--- config.mk ---
export PLATFORM = sky130hd
export DESIGN_NAME = audio_adc_rx
export DESIGN_NICKNAME = d
export VERILOG_FILES = /design/src/rtl/audio_adc_rx.sv
export SDC_FILE = /design/constraint.sdc
export NUM_CORES = 1
export LEC_CHECK = 0
export CAP_MARGIN = 20
export CORE_UTILIZATION = 54
export CTS_BUF_LIST = sky130_fd_sc_hd__clkbuf_16
export DETAILED_ROUTE_END_ITERATION = 8
export PLACE_DENSITY = 0.78
export SYNTH_ARGS = -nofsm -noshare
export SYNTH_HDL_FRONTEND = slang
export SYNTH_SLANG_ARGS = --single-unit
--- constraint.sdc ---
create_clock -name sys_clk -period 2.3 [get_ports sys_clk]
set_input_delay 0.46 -clock sys_clk [delete_from_list [all_inputs] [get_ports sys_clk]]
set_output_delay 0.46 -clock sys_clk [all_outputs]
set_load 0.01 [all_outputs]
--- src/rtl/audio_adc_rx.sv ---
// ============================================================================
// audio_adc_rx -- I2S master receiver for a 24-bit stereo audio ADC codec.
//
// The block generates the codec bit clock (bclk) and the left/right clock
// (adclrck) from sys_clk. It captures one 24-bit left word and one 24-bit
// right word per 64-slot frame, and presents them as a stereo pair with a
// valid/ack handshake.
//
// Optional feature: define AUDIO_ADC_RX_PEAK_EN to add the 'peak' output,
// which holds the largest sample magnitude seen since the last ack or reset.
//
// Parameters
//   BCLK_HALF  sys_clk cycles per bclk half-period (2..255)
//
// Ports
//   sys_clk     in   system clock
//   rst         in   synchronous active-low reset
//   bclk        out  codec bit clock (this block is the master)
//   adclrck     out  left/right clock, 0 = left, 1 = right
//   adcdat      in   serial ADC data, sampled when bclk rises
//   data_left   out  last captured left sample (two's complement)
//   data_right  out  last captured right sample (two's complement)
//   valid       out  a new stereo pair is held on data_left/data_right
//   ack         in   one-cycle pulse: consumer has taken the pair
//   overrun     out  sticky: a pair was overwritten before it was acked
//   peak        out  (AUDIO_ADC_RX_PEAK_EN only) max |sample| since ack/reset
// ============================================================================
module audio_adc_rx #(
    parameter int BCLK_HALF = 8
) (
    input  logic        sys_clk,
    input  logic        rst,
    output logic        bclk,
    output logic        adclrck,
    input  logic        adcdat,
    output logic [23:0] data_left,
    output logic [23:0] data_right,
    output logic        valid,
    input  logic        ack,
    output logic        overrun
`ifdef AUDIO_ADC_RX_PEAK_EN
    ,
    output logic [23:0] peak
`endif
);

    localparam logic [7:0] HALF = 8'(BCLK_HALF);

    logic [7:0]  div_cnt;
    logic        div_tick;
    logic        bclk_rise;
    logic        bclk_fall;
    logic [5:0]  slot;
    logic [5:0]  slot_next;
    logic        in_left;
    logic        in_right;
    logic [23:0] shift_l;
    logic [23:0] shift_r;
    logic        pair_done;
    logic        ack_take;

    // The divider runs 1..HALF in steady state. Reset parks it at 0, so
    // the first toggle lands exactly HALF cycles after reset is released.
    assign div_tick  = (div_cnt == HALF);
    assign bclk_rise = div_tick && !bclk;
    assign bclk_fall = div_tick && bclk;
    assign slot_next = slot + 6'd1;

    // I2S: slot 0 of each channel is the one-bclk delay; 24 data bits follow.
    assign in_left  = (slot >= 6'd1)  && (slot <= 6'd24);
    assign in_right = (slot >= 6'd33) && (slot <= 6'd56);

    // Handshake: valid rises when a pair is loaded and stays high until ack
    // is sampled high while valid=1 (ack with valid=0 is ignored). A new pair
    // arriving while valid=1 and no ack overwrites the data and sets overrun;
    // a pair arriving in the ack cycle is simply the next pair, so valid
    // stays high and overrun is left as it was.
    assign ack_take = ack && valid;

    always_ff @(posedge sys_clk) begin
        if (!rst) begin
            div_cnt    <= 8'd0;
            bclk       <= 1'b0;
            slot       <= 6'd0;
            adclrck    <= 1'b0;
            shift_l    <= 24'd0;
            shift_r    <= 24'd0;
            pair_done  <= 1'b0;
            data_left  <= 24'd0;
            data_right <= 24'd0;
            valid      <= 1'b0;
            overrun    <= 1'b0;
        end else begin
            if (div_tick) begin
                div_cnt <= 8'd1;
                bclk    <= ~bclk;
            end else begin
                div_cnt <= div_cnt + 8'd1;
            end

            // Slot and adclrck move only on bclk falling edges.
            if (bclk_fall) begin
                slot    <= slot_next;
                adclrck <= slot_next[5];
            end

            if (bclk_rise && in_left) begin
                shift_l <= {shift_l[22:0], adcdat};
            end
            if (bclk_rise && in_right) begin
                shift_r <= {shift_r[22:0], adcdat};
            end

            // The right LSB lands in the slot-56 rise cycle; the pair is
            // published one cycle later from the settled shift registers.
            pair_done <= bclk_rise && (slot == 6'd56);

            if (pair_done) begin
                data_left  <= shift_l;
                data_right <= shift_r;
                valid      <= 1'b1;
                if (valid && !ack_take) begin
                    overrun <= 1'b1;
                end
            end else if (ack_take) begin
                valid   <= 1'b0;
                overrun <= 1'b0;
            end
        end
    end

`ifdef AUDIO_ADC_RX_PEAK_EN
    // Magnitude of a two's complement sample; -8388608 has no positive
    // 24-bit counterpart and saturates to the largest positive value.
    function automatic logic [23:0] mag24(input logic [23:0] x);
        logic [23:0] m;
        if (x == 24'h800000) begin
            m = 24'h7FFFFF;
        end else if (x[23]) begin
            m = (~x) + 24'd1;
        end else begin
            m = x;
        end
        return m;
    endfunction

    logic [23:0] mag_l;
    logic [23:0] mag_r;
    logic [23:0] pair_mag;

    always_comb begin
        mag_l    = mag24(shift_l);
        mag_r    = mag24(shift_r);
        pair_mag = (mag_l > mag_r) ? mag_l : mag_r;
    end

    always_ff @(posedge sys_clk) begin
        if (!rst) begin
            peak <= 24'd0;
        end else if (pair_done) begin
            if (ack_take) begin
                peak <= pair_mag;
            end else if (pair_mag > peak) begin
                peak <= pair_mag;
            end
        end else if (ack_take) begin
            peak <= 24'd0;
        end
    end
`endif

endmodule

==> summary.md <==
| Metric | Value |
|---|---|
| DRT antenna net count | 0 |
| Worst Hold Class | register to register |
| Synth top area cells | dfxtp_1, mux2i_1, nor2b_1 |
| Slowest stage delay, CP | around 0.61 ns |
| Distinct cell type count after synthesis | 34 |
| Clock Sinks | 114 |
| Avg Cell Area, Syn | 10.8 um^2 |
| WS Path Type | register to output port |
| Sequential share of the synthesized area | between 50% and 60% |
| Switch share | around a fifth |
| Inserted Diodes | 0 |
| Die W | ~90 um |
| Die area | 8460 um^2 |
| Clock Root Buffer | clkbuf_16 |
| Setup Skew | 0.00886 ns |
| Comb power frac | 1.5% |
| Sequential Power Share | 44.5% |
| Total power divided by cell area | between 800 and 900 nW/um^2 |
| Crit path launch type | register |
| CTS tree | yes |
| IO Pins | between 50 and 60 |
| Global-route wire length before repair | around 13 mm |
| Max cap viols | 0 |
| Vias | 2,899 |
| Routed length on met3 | 291 um |
| CP max-delay cell | clkdlybuf4s50_1 |
| Int Power | 3.57 mW |
| Worst-path fanout max | 8 |
| Flops & latches, synth | between 100 and 150 |
| Max Fclk | 0.502 GHz |
| Lkg Pwr | 1.82 nW |
| Total GRT Usage | 19.9% |
| Synthesis-to-layout area growth | 27.4% |
| Area share of the largest cell type after synthesis | 52.2% |
| Crit-path leading delay family | buffers and inverters |
| Mapped cell area | 4370 um^2 |
| Final nets | 468 |
| WP data required | around 1.8 ns |
| Largest net degree at the start of global routing | 67 |
| Ys flop type | dfxtp_1 |
| Layout cell share with drive strength beyond 1 | 8.69% |
| Final Hold Fails | 0 |
| Syn nets | 412 |
| Final std cells w/o fill | 574 |
| Post-synth top area cell | dfxtp_1 |
| GRT overflow | 0 |
| Final HPWL DP | 4.86 mm |
| Worst setup EP type | output port |
| Clock latency on the worst-skew pair | around 0.40 ns |
| Fin crit share | ~87% |
| CTS Buf Count | 17 |
| Post-synth EDFFs | 0 |
| Fillers | 545 |
| Crit path DAT | about 1.5 ns |
| Drt pass-1 iters | 4 |
| Clock Path Buffers | 2 |
| Worst-case vdd ir drop | between 0.0006 and 0.0007 V |
| Outcome | complete, no violations |
| CTS clk-pin slew, worst paths | 0.05 ns |
| Area of the multi-input gates | slightly below 2000 um^2 |
| Period minus WS final | about 2 ns |
| Unrepaired setup endpoints after global routing | no |
| Rows | 32 |
| 1st-iter DRT viols | 102 |
| Hold Buf Count CTS | 0 |
| Remaining DRCs | 0 |
| Clk pwr share | a little over half |
| Post-cts resize count | 0 |
| Routability Congestion | 0.810 |
| Total negative slack | 0 ns |
| H-tree levels | 4 |
| Met2 wire len | 3.76 mm |
| Vias per inst | 5.05 |
| Avg WL per Cell | 13.6 um |
| Die height | 92.0 um |
| Register area | 2280 um^2 |
| Setup slack at placement | 0.389 ns |
| Worst slew margin | between 50% and 60% |
| Max Slew Vio Count | 0 |
| Antenna violations before repair | 0 |
| Switching Power | 0.894 mW |
| Post-Route WL | around 7.8 mm |
| DRT met1 WL | 3.64 mm |
| Final setup fails | 0 |
| Worst path bufs/invs | 1 |
| Vias in the first global route | 2,846 |
| Slew @ Worst Pin | 0.668 ns |
| Top sig layer | met4 |
| Most frequent cell after synthesis | dfxtp_1 |
| Port Buffers | 55 |
| Number of placed instances, taps included | 542 |
| CP Cell Sequence | clkdlybuf4s50_1 |
| Post-CTS Setup Bufs | 0 |
| Worst setup margin | 0.306 ns |
| Ys Warns | 0 |
| Syn Inst Count | 403 |
| Synth async-reset ratio | 0% |
| Starting Density | 56.3% |
| Core Box Area | 7770 um^2 |
| Commonest cells in the netlist | dfxtp_1, mux2i_1, nand2_1 |
==> layout by cell type, fill, tap and decap left out, drive strengths merged <==
master           n
buf              7
o31ai            3
clkdlybuf4s50   54
o21a             1
nor3b            1
clkbuf          17
and3             2
nand2           56
bufinv           2
nand2b           3
o211ai           2
o21ai            2
nor2b           50
xnor2            7
and2             3
a21boi           3
nor3             3
nand3            5
a31oi            1
or4              1
clkinv          12
inv              5
ha               5
nor4b            2
nand4b           1
dfxtp          114
nor4             2
xor2             2
nand4            2
mux2i           97
nor2             7
==> state kept, by name, indices dropped and copies added, names as in the netlist, 5 cells and up <==
name	count
data_right	24
slot	5
div_cnt	8
shift_l	24
shift_r	24
data_left	24
==> metrics by stage <==
stage | hold WS [ns] | utilization (%) | power [mW] | cell area (um^2)
6_report | 0.462 | 71.7 | 4.46 | 5570
5_1_grt | 0.491 | 71.7 | 4.61 | 5570
4_1_cts | 0.466 | 71.7 | 4.50 | 5570
3_5_place_dp | 0.454 | 64.6 | 2.09 | 5020
3_3_place_gp | 0.446 | 64.6 | 2.09 | 5020
2_1_floorplan | 0.434 | - | 2.07 | 4370
==> worst paths after layout <==
kind / from / end / slack, ns / cells past startpoint
setup / recovery: bclk / bclk / 0.31 / 1
hold reg to reg: shift_r[23] / shift_r[23] / 0.46 / 2
hold / removal: shift_r[23] / shift_r[23] / 0.46 / 2
setup reg to reg: div_cnt[1] / shift_l[23] / 0.36 / 7
==> final cells by class <==
class / instances / share of cell area [%]
multi-input cells: 261 / 35.1
inverters: 4 / 0.270
flip-flops and latches: 114 / 41.0
clock inverters: 15 / 2.25
repair buffers: 61 / 11.5
clock buffers: 17 / 7.64
well taps: 102 / 2.29
==> routing by layer <==
metal | track usage [%] | vias to the layer above
li1 | - | 1468
met1 | 24.6 | 1369
met2 | 32.2 | 55
met3 | 6.05 | 7
met4 | 8.07 | 0
met5 | 0 | -
==> kinds of logic after synthesis <==
group,synth area share (%)
buf+inv,3.26
xor+xnor,1.80
fa+ha+maj,1.43
simple gates,17.2
mux,22.2
compound gates,1.92
flops,52.2
==> power groups by stage <==
| stage | combinational [mW] | sequential, mW | clock, mW |
|---|---|---|---|
| global placement | 0.0637 | 2.03 | 0 |
| CTS | 0.0652 | 1.99 | 2.45 |
| global route | 0.0722 | 1.99 | 2.55 |
| floorplan | 0.0483 | 2.03 | 0 |
| finish | 0.0650 | 1.99 | 2.41 |
| detailed placement | 0.0652 | 2.03 | 0 |
Note: power is estimated with default switching activity, not from simulation.
